`config.mk`:
```
export PLATFORM = sky130hd
export DESIGN_NAME = camera_ctrl_fsm
export DESIGN_NICKNAME = d
export VERILOG_FILES = /design/src/rtl/cam_pkg.sv /design/src/rtl/cam_readout_seq.sv /design/src/rtl/camera_ctrl_fsm.sv
export SDC_FILE = /design/constraint.sdc
export NUM_CORES = 1
export LEC_CHECK = 0
export ABC_AREA = 1
export CORE_MARGIN = 2
export CORE_UTILIZATION = 49
export DETAILED_ROUTE_END_ITERATION = 16
export PLACE_DENSITY_LB_ADDON = 0.25
export SETUP_SLACK_MARGIN = 0.4
export SLEW_MARGIN = 5
export SYNTH_ARGS = -nofsm -noshare
export SYNTH_HDL_FRONTEND = slang
export SYNTH_SLANG_ARGS = --single-unit
```
`constraint.sdc`:
```
create_clock -name clk -period 2.45 [get_ports clk]
set_input_delay 0.49 -clock clk [delete_from_list [all_inputs] [get_ports clk]]
set_output_delay 0.49 -clock clk [all_outputs]
set_load 0.02 [all_outputs]
```
`src/rtl/cam_pkg.sv`:
```
// ============================================================================
// Module   : cam_pkg
// Brief    : Shared types and constants for the camera control core.
// Revision : 1.0 - initial release
// ============================================================================
`default_nettype none

package cam_pkg;

    localparam int C_EXP_W = 5;

    localparam logic [C_EXP_W-1:0] C_EXP_MIN   = 5'd2;
    localparam logic [C_EXP_W-1:0] C_EXP_MAX   = 5'd30;
    localparam logic [C_EXP_W-1:0] C_EXP_RESET = 5'd15;

    typedef enum logic [1:0] {
        IDLE   = 2'd0,
        ARM    = 2'd1,
        EXPOSE = 2'd2,
        READ   = 2'd3
    } cam_state_t;

endpackage

`default_nettype wire

```
`src/rtl/cam_readout_seq.sv`:
```
// ============================================================================
// Module   : cam_readout_seq
// Brief    : Eight-step two-row readout sequencer with registered nre/adc strobes.
// Revision : 1.0 - initial release
// ============================================================================
`default_nettype none

module cam_readout_seq
    import cam_pkg::*;
(
    input  logic clk,
    input  logic reset,
    input  logic go,
    output logic done,
    output logic nre_1,
    output logic nre_2,
    output logic adc
);

    logic       r_active;
    logic       w_active_n;
    logic [2:0] r_step;
    logic [2:0] w_step_n;

    always_comb begin
        w_active_n = r_active;
        w_step_n   = r_step;
        if (go) begin
            w_active_n = 1'b1;
            w_step_n   = 3'd0;
        end else if (r_active) begin
            if (r_step == 3'd7) begin
                w_active_n = 1'b0;
                w_step_n   = 3'd0;
            end else begin
                w_step_n = r_step + 3'd1;
            end
        end
    end

    // Strobes are decoded from the next step so they line up with the step register.
    always_ff @(posedge clk) begin
        if (reset) begin
            r_active <= 1'b0;
            r_step   <= 3'd0;
            nre_1    <= 1'b1;
            nre_2    <= 1'b1;
            adc      <= 1'b0;
        end else begin
            r_active <= w_active_n;
            r_step   <= w_step_n;
            nre_1    <= !(w_active_n && (w_step_n <= 3'd2));
            nre_2    <= !(w_active_n && (w_step_n >= 3'd4) && (w_step_n <= 3'd6));
            adc      <= w_active_n && ((w_step_n == 3'd1) || (w_step_n == 3'd5));
        end
    end

    assign done = r_active && (r_step == 3'd7);

endmodule

`default_nettype wire

```
`src/rtl/camera_ctrl_fsm.sv`:
```
// ============================================================================
// Module   : camera_ctrl_fsm
// Brief    : Camera sequencer: buttons, exposure register, timer and pixel strobes.
//            CAM_CONT_EN selects continuous capture while init is held.
// Revision : 1.0 - initial release
// ============================================================================
`default_nettype none

module camera_ctrl_fsm
    import cam_pkg::*;
#(
    parameter logic [C_EXP_W-1:0] EXP_MIN   = C_EXP_MIN,
    parameter logic [C_EXP_W-1:0] EXP_MAX   = C_EXP_MAX,
    parameter logic [C_EXP_W-1:0] EXP_RESET = C_EXP_RESET
)
(
    input  logic               clk,
    input  logic               reset,
    input  logic               init,
    input  logic               exp_increase,
    input  logic               exp_decrease,
    input  logic               ovf5,
    output logic [C_EXP_W-1:0] ex_time,
    output logic               timer_clr,
    output logic               timer_start,
    output logic               erase,
    output logic               expose,
    output logic               nre_1,
    output logic               nre_2,
    output logic               adc,
    output logic               busy
);

    cam_state_t r_state;
    cam_state_t w_state_n;
    logic       r_inc_q;
    logic       r_dec_q;
    logic       r_init_q;
    logic       w_inc_edge;
    logic       w_dec_edge;
    logic       w_capture;
    logic       w_adj_ok;
    logic       w_go;
    logic       w_done;

    assign w_inc_edge = exp_increase & ~r_inc_q;
    assign w_dec_edge = exp_decrease & ~r_dec_q;
    assign w_adj_ok   = (r_state == IDLE) && !init;

`ifdef CAM_CONT_EN
    assign w_capture = init;
`else
    assign w_capture = init & ~r_init_q;
`endif

    always_comb begin
        w_state_n = r_state;
        w_go      = 1'b0;
        case (r_state)
            IDLE:   if (w_capture) w_state_n = ARM;
            ARM:    w_state_n = EXPOSE;
            // timer_start marks the first EXPOSE cycle, where a stale ovf5 is ignored.
            EXPOSE: if (!timer_start && ovf5) begin
                        w_state_n = READ;
                        w_go      = 1'b1;
                    end
            READ:   if (w_done) begin
`ifdef CAM_CONT_EN
                        w_state_n = init ? ARM : IDLE;
`else
                        w_state_n = IDLE;
`endif
                    end
            default: w_state_n = IDLE;
        endcase
    end

    always_ff @(posedge clk) begin
        if (reset) begin
            r_state     <= IDLE;
            r_inc_q     <= 1'b0;
            r_dec_q     <= 1'b0;
            r_init_q    <= 1'b0;
            ex_time     <= EXP_RESET;
            timer_clr   <= 1'b0;
            timer_start <= 1'b0;
            erase       <= 1'b1;
            expose      <= 1'b0;
            busy        <= 1'b0;
        end else begin
            r_state     <= w_state_n;
            r_inc_q     <= exp_increase;
            r_dec_q     <= exp_decrease;
            r_init_q    <= init;
            if (w_adj_ok && (w_inc_edge ^ w_dec_edge)) begin
                if (w_inc_edge && (ex_time < EXP_MAX))
                    ex_time <= ex_time + 5'd1;
                else if (w_dec_edge && (ex_time > EXP_MIN))
                    ex_time <= ex_time - 5'd1;
            end
            timer_clr   <= (w_state_n == ARM);
            timer_start <= (r_state == ARM) && (w_state_n == EXPOSE);
            erase       <= (w_state_n == IDLE);
            expose      <= (w_state_n == EXPOSE);
            busy        <= (w_state_n != IDLE);
        end
    end

    cam_readout_seq u_readout (
        .clk   (clk),
        .reset (reset),
        .go    (w_go),
        .done  (w_done),
        .nre_1 (nre_1),
        .nre_2 (nre_2),
        .adc   (adc)
    );

endmodule

`default_nettype wire

```
### Word level (Yosys, flattened, before mapping)

Cells that the tools add are included.

* output and inout port bits: 13
* register bits after elaboration: 22
* logic and storage cells: 73
* input port bits: 6

* magnitude comparators: 5
* multiplexer cells: 14
* eq/ne operators: 8
* reduce and logical (&&, ||, !) cells: 21
* bitwise gates (word level): 7
* add/sub/neg operators: 3

Operators with widths (count)
* $logic_and 1x1->1: 11
* $mux 5: 2
* $mux 3: 3
* $pmux 2 s4: 1
* $eq 2x2->1 const B: 3
* $eq 3x3->1 const B: 2
* $mux 2: 3
* $add 5x1->5 const B: 1
* $gt 5x2->1 const B: 1
* $lt 5x5->1 const B: 1
* $mux 1: 5
* $sub 5x1->5 const B: 1
* $eq 2x1->1 const B: 2
* $logic_not 1->1: 4
* $logic_not 2->1: 2
* $reduce_bool 2->1: 2
* $add 3x1->3 const B: 1
* $and 1x1->1: 3
* $eq 3x1->1 const B: 1
* $ge 3x3->1 const B: 1
* $le 3x2->1 const B: 1
* $le 3x3->1 const B: 1
* $not 1->1: 3
* $reduce_and 2->1: 1
* other kinds (2): 2

### Depth between registers and ports, before layout

Gate-level depths: netlist of the first run.

* word-level depth: 9
* gate-level depth with buffers: 14
* depth with buffers taken out: 14

### By module

Synthesis of the first run repeated with hierarchy kept, for this count alone.

* cell total of the unflattened synthesis: 152
* area, all modules: 1049.8 µm²

By module, submodules not included
* camera_ctrl_fsm: instances 1, cells each 106, seq. area each 300.3 µm², area each 734.5 µm²
* cam_readout_seq: instances 1, cells each 46, seq. area each 140.1 µm², area each 315.3 µm²

### Least setup slack after synthesis of the first run

Ideal clock, no wire load.

* path kind: register -> register
* start point: reg ex_time[2]
* end point: reg ex_time[4]
* arrival time: 1739 ps
* data required time: 2336 ps
* slack: 597 ps
* path buffers: 0
* setup time: 114 ps
* period minus slack after synthesis: 1853 ps
* cell stages (with the launch flop): 14
* cells stage by stage: dfxtp_1 -> nand2_2 -> o21ai_4 -> ha_1 -> nand2_1 -> nand2_1 -> inv_1 -> nand2_1 -> nand2_1 -> nand2_1 -> nor2_2 -> nand2_1 -> nand2_1 -> nor2_2

* word-level cells in the longest chain between the ends: 4
* elaborated cells between the ends (all ways): 10
* classes of those cells: add/sub (2); order compare (2); mux (2); reduce/logical (4)

RTL lines
* start: declaration: RTL line camera_ctrl_fsm.sv:23 `output logic [C_EXP_W-1:0] ex_time,`
* start signal: assignment: RTL line camera_ctrl_fsm.sv:97 `ex_time <= ex_time + 5'd1;`
* start signal: assignment: RTL line camera_ctrl_fsm.sv:99 `ex_time <= ex_time - 5'd1;`
* $lt 5x5->1 / $gt 5x2->1 (equally long branches): RTL line camera_ctrl_fsm.sv:96, camera_ctrl_fsm.sv:98
* $logic_and 1x1->1, on equally long branches: RTL line camera_ctrl_fsm.sv:96, camera_ctrl_fsm.sv:98
* $reduce_bool 2->1 (no line)
* $reduce_and 2->1 (no line)

Parallel ways exist; a longest one is shown, timed or not. The select of a mux whose other input is x is not followed.
A chain may end at the register's enable or synchronous reset.

### Worst setup path after layout of the first run

* start point: reg ex_time[0]
* end point: out ex_time[0]

No word-level cell between the ends.

==> results.cfg, run 1 <==
[floorplan]
dieArea_um2 = 2504
die_width_um = 50.04
rows = 16
core-area_um2 = 1982
die_h_um = 50.04
io-pin-count = 19
start_util = 0.5240

[setup_path]
critPathKind = reg2out
cp_num_buf_inv = 1
cp_data_arrival_time_ps = 1370
reg2reg_slack_ps = 610
slowest_stage = clkdlybuf4s50_1
setup.worst_path.end_class = output pin
cp_max_fo = 6
startpoint_type = flip-flop
cp_top_family = buffers and inverters
cp.required_ps = 1960
max_stage_delay_ps = 640
cp_cell_sequence = clkdlybuf4s50_1

[timing]
tightest_slew_ps = 275.8
finClkSkew_ps = 8.566
finalHoldViolations = 0
setup_violations = 0
setup_tns_ps = 0
rsz0062_at_grt = false
finalMaxSlewViolations = 0
maxSlewHeadroom = 0.8154
fin_crit_ps = 1858
timing.final.crit_share = 0.7585
max_freq_mhz = 538.1

[finish]
regMostFlops = ex_time
multiInputGateArea_um2 = 565.5
regArea_um2 = 447.9
n_antenna_cell = 0
largestRegisters = ex_time x5, u_readout.r_step x3, r_state x2
final_nets = 173
drive_above_1_share = 0.1835
largest_reg_flops = 5
area.growth.synth_to_final_pct = 28.92
filler_cell_count = 176

[clock_tree]
cts_hold_buffers = 0
htree_levels = 1
cts_buffers = 3
clock_latency_ps = 290
tritoncts = built
cts_root_buf = clkbuf_4
clockBufferDepth = 2
clkTransAtPathRegs_ps = 110
clock_sinks = 22

[synth]
netlist_area_um2 = 1038
ys_warn_count = 0
ys_ff_latch = 22
synth_nets = 148
synth_cell_type_count = 24
synth_cells = 135
synth_seq_area_share = 0.4241
syn_avg_cell_area_um2 = 7.693

[pwr]
p_leak_nw = 0.6541
report.power.total_uw = 772.0
p_per_area_nw_per_um2 = 576.6
ir_worst_vdd_mv = 0.4269

[routing]
routed_wl_mm = 2.101
drc = 0
routed-via-count = 886
drt_first_pass_iters = 4
vias_per_cell = 4.789
drtIter0Drc = 20
ant_nets = 0
avgRoutedWirePerCell_um = 11.36

[placed_design]
dpl.hpwl_mm = 1.578
gp_congestion = 0.7600
io_buffer_count = 18

[global_route]
antenna_found_initial = 0
grt_pass1_vias = 842
grt_max_degree = 12
overflow = 0
grt_pass1_wl_mm = 3.539
grt_usage = 0.1818

[run]
cap_violations = 0

[status]
run_status = completed

[worst_hold_path]
hold_path_class = in2reg
[power breakdown]
part	internal, mW	switching, mW	total (mW)
logic	0.0961	0.117	0.213
clock network	0.0572	0.0948	0.152
registers	0.384	0.0231	0.407
total	0.537	0.235	0.772
[cell usage in the layout, fill, tap and decap left out, drive strengths merged, types with 2 or more instances in the layout]
master and n:
buf 3, o21ai 4, nand3 7, ha 6, inv 17, clkbuf 3
nand2 38, a21oi 4, nor2 26, clkdlybuf4s50 17, o211ai 3, xor2 2
dfxtp 22
[cells in the mapped netlist]
master	count	area share
fa_1	1	0.019
o21ai_1	2	0.0096
or2_2	1	0.0060
a31oi_1	1	0.0060
ha_1	6	0.072
clkbuf_1	1	0.0036
xor2_1	2	0.017
dfxtp_1	22	0.42
nor2_4	1	0.011
nand2_4	2	0.022
nand3_1	6	0.029
inv_1	13	0.047
nand3_2	1	0.0096
nand2_2	1	0.0060
nand2_1	35	0.13
o211ai_1	3	0.022
inv_2	4	0.014
nor2_2	4	0.024
nand3b_1	1	0.0072
o21ai_4	1	0.016
o21ai_0	1	0.0048
o2111ai_1	1	0.0084
nor2_1	21	0.076
a21oi_1	4	0.019
[through the flow]
step | std cells | instance area, µm² | hold WS (ps) | utilization | setup WS, ps
final | 185 | 1339 | 477.1 | 0.6755 | 591.6
after global routing | 185 | 1339 | 476.5 | 0.6755 | 416.2
after CTS | 183 | 1291 | 498.1 | 0.6515 | 428.7
after detailed placement | 180 | 1256 | 474.1 | 0.6338 | 6.710
after global placement | 180 | 1256 | 476.1 | 0.6338 | 144.3
after floorplan | 135 | 1039 | 446.5 | - | 597.2
[routing by layer]
metal / part of all wire / wire (µm) / vias to the layer above / GRT usage
met5: 0 / 0 / - / 0
li1: - / - / 470 / -
met1: 0.46 / 956 / 393 / 0.2325
met4: 0.015 / 32 / 0 / 0.04167
met3: 0.033 / 69 / 4 / 0.02727
met2: 0.50 / 1042 / 19 / 0.3180
[logic make-up after synthesis]
kind of cell               share of synthesized area
adders and majority gates                    0.09157
buffers and inverters                        0.06506
and+or+nand+nor                               0.3169
xor gates and xnor gates                     0.01687
DFF                                           0.4241
AOI/OAI and AO/OA                            0.08555
[tightest hold or removal path: cells and delay by family]
family	cells	cell delay, ps
and+or+nand+nor	1	70
buffers and inverters	2	180
[what timing repair did]
item | 4_1_cts | 5_1_grt
pin swaps | 0 | 3
endpoints found under the setup margin | 1 | 1
buffers inserted | 0 | 2
gates resized for setup | 1 | 10
[final timing paths]
kind,start,to,cells past startpoint
worst max register to register,ex_time[3],ex_time[4],11
worst min register to register,r_state[0],timer_start,2
worst max-delay path,ex_time[0],ex_time[0],1
worst min-delay path,exp_increase,r_inc_q,3
[layout make-up]
cell class / instances / share of cell area
Timing Repair Buffer: 21 / 0.1533
Sequential cell: 22 / 0.3346
Inverter: 17 / 0.04766
Tap cell: 27 / 0.02523
Clock buffer: 3 / 0.01682
Multi-Input combinational cell: 95 / 0.4224
(Power assumes the default switching activity.)
==> run 2, diff against run 1 <==
--- a/config.mk
+++ b/config.mk
@@ -6,8 +6,9 @@
 export NUM_CORES = 1
 export LEC_CHECK = 0
 export ABC_AREA = 1
+export CORE_ASPECT_RATIO = 0.6
 export CORE_MARGIN = 2
-export CORE_UTILIZATION = 49
+export CORE_UTILIZATION = 45
 export DETAILED_ROUTE_END_ITERATION = 16
 export PLACE_DENSITY_LB_ADDON = 0.25
 export SETUP_SLACK_MARGIN = 0.4
==> constraint.sdc (replaced) <==
create_clock -name clk -period 1.55 [get_ports clk]
set_input_delay 0.31 -clock clk [delete_from_list [all_inputs] [get_ports clk]]
set_output_delay 0.31 -clock clk [all_outputs]
set_load 0.02 [all_outputs]
==> run 2 against run 1 <==
Against the previous run:
- largest cell class unchanged
- the flow now finishes with violations (negative setup slack)
- sequential share of layout area decreased by 5.6 points
- clock skew decreased by 7.9 ps
- combinational power increased by 130%
- design area increased by 24%
- setup slack got worse by 710 ps
==> results.cfg, run 2 (synthesis results as in run 1) <==
[routing]
vias_per_cell = 4.904
ant_nets = 0
routed-via-count = 1020
avgRoutedWirePerCell_um = 14.17
routed_wl_mm = 2.948
drt_first_pass_iters = 4
drc = 0
drtIter0Drc = 59

[timing]
fin_crit_ps = 1666
tightest_slew_ps = 274.8
finClkSkew_ps = 0.6756
finalMaxSlewViolations = 0
timing.final.crit_share = 1.075
rsz0062_at_grt = true
setup_violations = 3
fin_ws_ps = -115.7
finalHoldViolations = 0
max_freq_mhz = 600.4
maxSlewHeadroom = 0.8160
setup_tns_ps = -307.4

[worst_hold_path]
hold_depth = 3
min_from = exp_increase
hold_path_class = in2reg
min_to = r_inc_q

[setup_path]
critPathKind = reg2reg
worstReg2RegEnd = ex_time[4]
startpoint_type = flip-flop
r2r-start = ex_time[4]
cp_max_fo = 4
reg2reg_depth = 13
reg2reg_slack_ps = -120
max_stage_delay_ps = 370
slowest_stage = dfxtp_4
cp_common_cell = nand2_1
setup.worst_path.end_class = flip-flop
cp_data_arrival_time_ps = 1830
cp_cell_sequence = nand2_4 > o21ai_4 > ha_4 > nand2_1 > nand2_1 > inv_1 > nand2_1 > nand2_1 > nand2_1 > nor2_2 > nand2_1 > nand2_1 > nor2_2
cp.required_ps = 1710

[global_route]
grt_pass1_vias = 937
grt_usage = 0.2215
grt_pass1_wl_mm = 4.264
overflow = 0
antenna_found_initial = 0
grt_max_degree = 13

[finish]
regArea_um2 = 462.9
final_common_cell = nand2_1
area.growth.synth_to_final_pct = 59.88
final_nets = 192
largestRegisters = ex_time x5, u_readout.r_step x3, r_state x2
multiInputGateArea_um2 = 693.2
largest_reg_flops = 5
drive_above_1_share = 0.4719
stdcell_count = 208
filler_cell_count = 149
final_cell_mix = nand2_1 (31), nor2_1 (15), buf_6 (15)
regMostFlops = ex_time
n_antenna_cell = 0

[run]
cap_violations = 0

[floorplan]
core-area_um2 = 2180
die_h_um = 41.21
rows = 13
die_width_um = 66.02
io-pin-count = 19
dieArea_um2 = 2721
start_util = 0.4765

[pwr]
p_per_area_nw_per_um2 = 919.5
ir_worst_vdd_mv = 0.6557
report.power.total_mw = 1.527
p_leak_nw = 0.7843

[status]
violations = negative setup slack
run_status = finished, violations left

[placed_design]
dp.cells = 195
gp_congestion = 0.8246
io_buffer_count = 18
dpl.hpwl_mm = 1.764

[clock_tree]
clockBufferDepth = 2
cts_hold_buffers = 0
clock_latency_ps = 260
htree_levels = 1
clock_sinks = 22
tritoncts = built
cts_root_buf = clkbuf_8
clkTransAtPathRegs_ps = 80
cts_buffers = 3
run 2: cell types whose count changed in the layout (fill, tap and decap cells not counted), moves of 6 or more:
cell	delta
buf_2	+8
buf_4	+9
buf_6	+15
clkdlybuf4s50_1	-13
nor2_1	-6
run 2: cell type report:
cell class,count,area share
multi-input combinational,95,0.4175
timing repair buffer,40,0.2095
clock buffer,4,0.03316
tap,30,0.02261
inverter,17,0.03843
sequential,22,0.2788
run 2: how the worst max path moves through the flow:
stage	start	to	slack, ps
5_1_grt	r_inc_q	ex_time[4]	-190
6_report	ex_time[4]	ex_time[4]	-120
2_1_floorplan	ex_time[3]	ex_time[4]	-60
3_5_place_dp	exp_increase	ex_time[4]	-550
3_3_place_gp	exp_increase	ex_time[4]	-480
4_1_cts	ex_time[4]	ex_time[4]	-100
run 2: report_power, final:
group	leakage, nW	switching (mW)	internal (mW)
registers	0.182	0.0304	0.604
logic	0.573	0.256	0.226
clock network	0.0288	0.184	0.227
total	0.784	0.470	1.06
run 2: stage by stage:
stage | area, µm² | worst slack (ps) | utilization | hold WS (ps)
final | 1660 | -115.7 | 0.7618 | 454.4
after global routing | 1660 | -193.7 | 0.7618 | 442.9
after CTS | 1653 | -95.75 | 0.7583 | 439.0
after detailed placement | 1423 | -554.5 | 0.6527 | 485.3
after global placement | 1423 | -478.8 | 0.6527 | 481.1
after floorplan | 1111 | -61.80 | - | 426.8
run 2: timing repair:
action | 4_1_cts | 5_1_grt
setup endpoints to repair | 25 | 25
resized for setup | 80 | 19
setup buffers | 9 | 0
endpoints found under the hold margin | 0 | 0
pin swaps | 20 | 18
run 2: worst max-delay path, delay by kind of cell (launching register included):
family	cells	cell delay, ps
compound gates	1	210
simple gates	10	660
flops	1	370
buf+inv	1	70
fa+ha+maj	1	250
run 2: routing by layer:
metal | vias to the layer above | wire (µm) | share of wire | global-route usage
li1 | 514 | - | - | -
met1 | 477 | 1349 | 0.46 | 0.2859
met2 | 27 | 1416 | 0.48 | 0.3939
met3 | 2 | 170 | 0.058 | 0.05769
met4 | 0 | 11 | 0.0037 | 0.03061
met5 | - | 0 | 0 | 0
==> variant: new RTL, config.mk and constraints of run 2 <==
Add a define of `CAM_CONT_EN`.
--- a/src/rtl/camera_ctrl_fsm.sv
+++ b/src/rtl/camera_ctrl_fsm.sv
@@ -6,4 +6,6 @@
 // ============================================================================
 `default_nettype none
+
+`define CAM_CONT_EN
 
 module camera_ctrl_fsm
Behaviour: same outputs for any inputs over 10 cycles, from zero or initial values and one cycle with reset high; that may be too few to reach the edited logic, so the function may still have changed.
==> variant against run 2 <==
The run still ends with negative setup slack left; sequential cell count down 1; sequential power shrank 3.5%; global-route usage down 1.7 points; area after synthesis shrank 0.96%; count of clock-buffer cells in the layout is 1 lower; wire length fell by 10%; power is 7.0% lower; synthesized cell count unchanged; die area down 0.89%; fmax fell by 1.3%; cell area fell by 2.3%; worst setup slack worse by 0.021 ns.
==> variant: results (changes against run 2) <==
- Leading register cell type out of synthesis: dfxtp_1
- Maximum number of pins on one net before global-route repair: 13 (unchanged)
- Slowest-stage cell, CP: dfxtp_4
- Deepest clock path buffer count: 2 (unchanged)
- # setup viols final: 3 (unchanged)
- Number of search-and-repair iterations in the first detailed-routing pass: 4 (unchanged)
- Post-detail-place hpwl: 1.86 mm (+5.3%)
- Net total in the final layout: 192 (unchanged)
- Critical path peak fanout: 4 (unchanged)
- Result of the run: finished with violations
- Share of post-route cells with drive strength above 1: 52.5% (+5.4 points)
- Per-cell routed wire length: 12.8 um (-9.8%)
- Failing checks: negative setup slack
- Worst hold path type: in2reg
- FFs w/ async S/R, synth: 0% (unchanged)
- ANT cells: 0 (unchanged)
- Final WS setup: -0.137 ns (-0.0212 ns)
- List of most frequent post-synthesis cells: nand2_1, dfxtp_1, nor2_1
- Post-CTS clock slew at the launch and capture registers of the worst setup and hold paths: ~0.07 ns
- Cell count after placement: 197 (+1.0%)
- Transition time at the pin with the least slew margin: 0.299 ns (+0.0243 ns)
- Mean post-synth cell area: 7.62 um^2 (-0.96%)
- Number of distinct library cells after synthesis: 22 (-8.3%)
- Critical path arrival: 1.84 ns
- Clock latency reported for the late side of the worst-skew pair: 0.26 ns (about the same)
- Maximum level of the CTS H-tree: 1 (unchanged)
- Biggest registers after layout: ex_time: 5 flops, u_readout.r_step: 3 flops, r_state: 2 flops
- Number of antenna violations at the first check in global routing: 0 (unchanged)
- Sequential area share after synthesis: 40.9% (-1.5 points)
- Total vias in the final route: 1,004 (-1.6%)
- Maximum vdd ir drop: 0.483 mV (-26%)
- Worst clock skew on the final layout: 0.00268 ns (+0.00200 ns)
- Number of global-route vias before repair: 837 (-11%)
- Port Buffers: 18 (unchanged)
- GRT Overall Usage: 20.4% (-1.7 points)
- Synthesized Nets: 149 (+0.68%)
- First DRT Iteration DRCs: 39 (-34%)
- Sum Neg Setup Slack: -0.276 ns (+0.0316 ns)
- Total clock buffers created by CTS: 3 (unchanged)
- Root buffer selected by CTS: clkbuf_8
- Wire length of the first global-routing pass: 3.80 mm (-11%)
- Number of warnings issued by yosys: 0 (unchanged)
- Cell types with the largest area share after synthesis: dfxtp_1, nand2_1, ha_1
- Final weighted congestion in routability-driven placement: 0.780 (-5.4%)
- Final standard cell count with taps included and fillers excluded: 207 (-0.48%)
- Delay of the slowest cell on the worst path: 0.36 ns
- Total leakage power: 0.790 nW (+0.73%)
- Type of the worst setup path: reg2reg
[variant: cell count changes in the layout (fill, tap and decap cells not counted), moves of 2 or more]
cell,before,now
nor2_1,15,11
nand2_1,31,26
ha_1,0,2
inv_2,5,8
buf_6,15,8
buf_4,12,18
nand2_2,3,6
nor2_2,5,9
nand3_1,5,3
nor2_4,6,4
o211ai_1,3,5
[variant: kinds of logic after synthesis]
logic type	share of synthesized area (%)
adders and majority gates	10.5
xor gates and xnor gates	1.70
buffers and inverters	7.66
AOI/OAI and AO/OA	9.61
and+or+nand+nor	29.7
DFF	40.9
[variant: worst paths after layout]
check	from	to	slack, ns	depth (start not counted)
setup / recovery	ex_time[4]	ex_time[3]	-0.14	9
setup reg to reg	ex_time[4]	ex_time[3]	-0.14	9
hold reg to reg	r_state[1]	timer_start	0.48	1
hold / removal	exp_decrease	r_dec_q	0.41	4
[variant: layout make-up]
| type | instances | area (um^2) |
|---|---|---|
| multi-input cells | 93 | 703 |
| fillers | 144 | 542 |
| flip-flops and latches | 21 | 443 |
| repair buffers | 39 | 317 |
| inverters | 20 | 75.1 |
| clock buffers | 3 | 41.3 |
| well taps | 30 | 37.5 |
| clock inverters | 1 | 5.00 |
[variant: stage by stage]
step                      cell area, um^2  worst slack [ns]
after floorplan                      1120           -0.0621
after global placement               1450            -0.549
after detailed placement             1450            -0.575
after CTS                            1570           -0.0611
after global routing                 1620            -0.216
final                                1620            -0.137
[variant: metal layers]
metal,up-vias,GRT usage [%],part of all wire [%]
met1,473,27.6,49
met5,-,0,0
li1,503,-,-
met4,0,6.25,1.5
met3,6,4.95,4.7
met2,22,33.1,45
[variant: critical path: cells and delay by family (launching register included)]
kind | cells | cell delay, ns
flops | 1 | 0.36
fa+ha+maj | 1 | 0.20
compound gates | 2 | 0.39
xor+xnor | 1 | 0.16
simple gates | 4 | 0.31
buf+inv | 1 | 0.17
[variant: repair_timing]
action | CTS | global route
pin swaps | 12 | 18
gates resized for setup | 74 | 24
buffers inserted | 4 | 2
endpoints found under the hold margin | 0 | 0
setup endpoints to repair | 28 | 29
[variant: where the power goes]
group          internal [mW]  switching [mW]  total (mW)
Clock                  0.179           0.172       0.351
Sequential             0.579          0.0330       0.612
Combinational          0.210           0.248       0.458
Total                  0.968           0.453        1.42
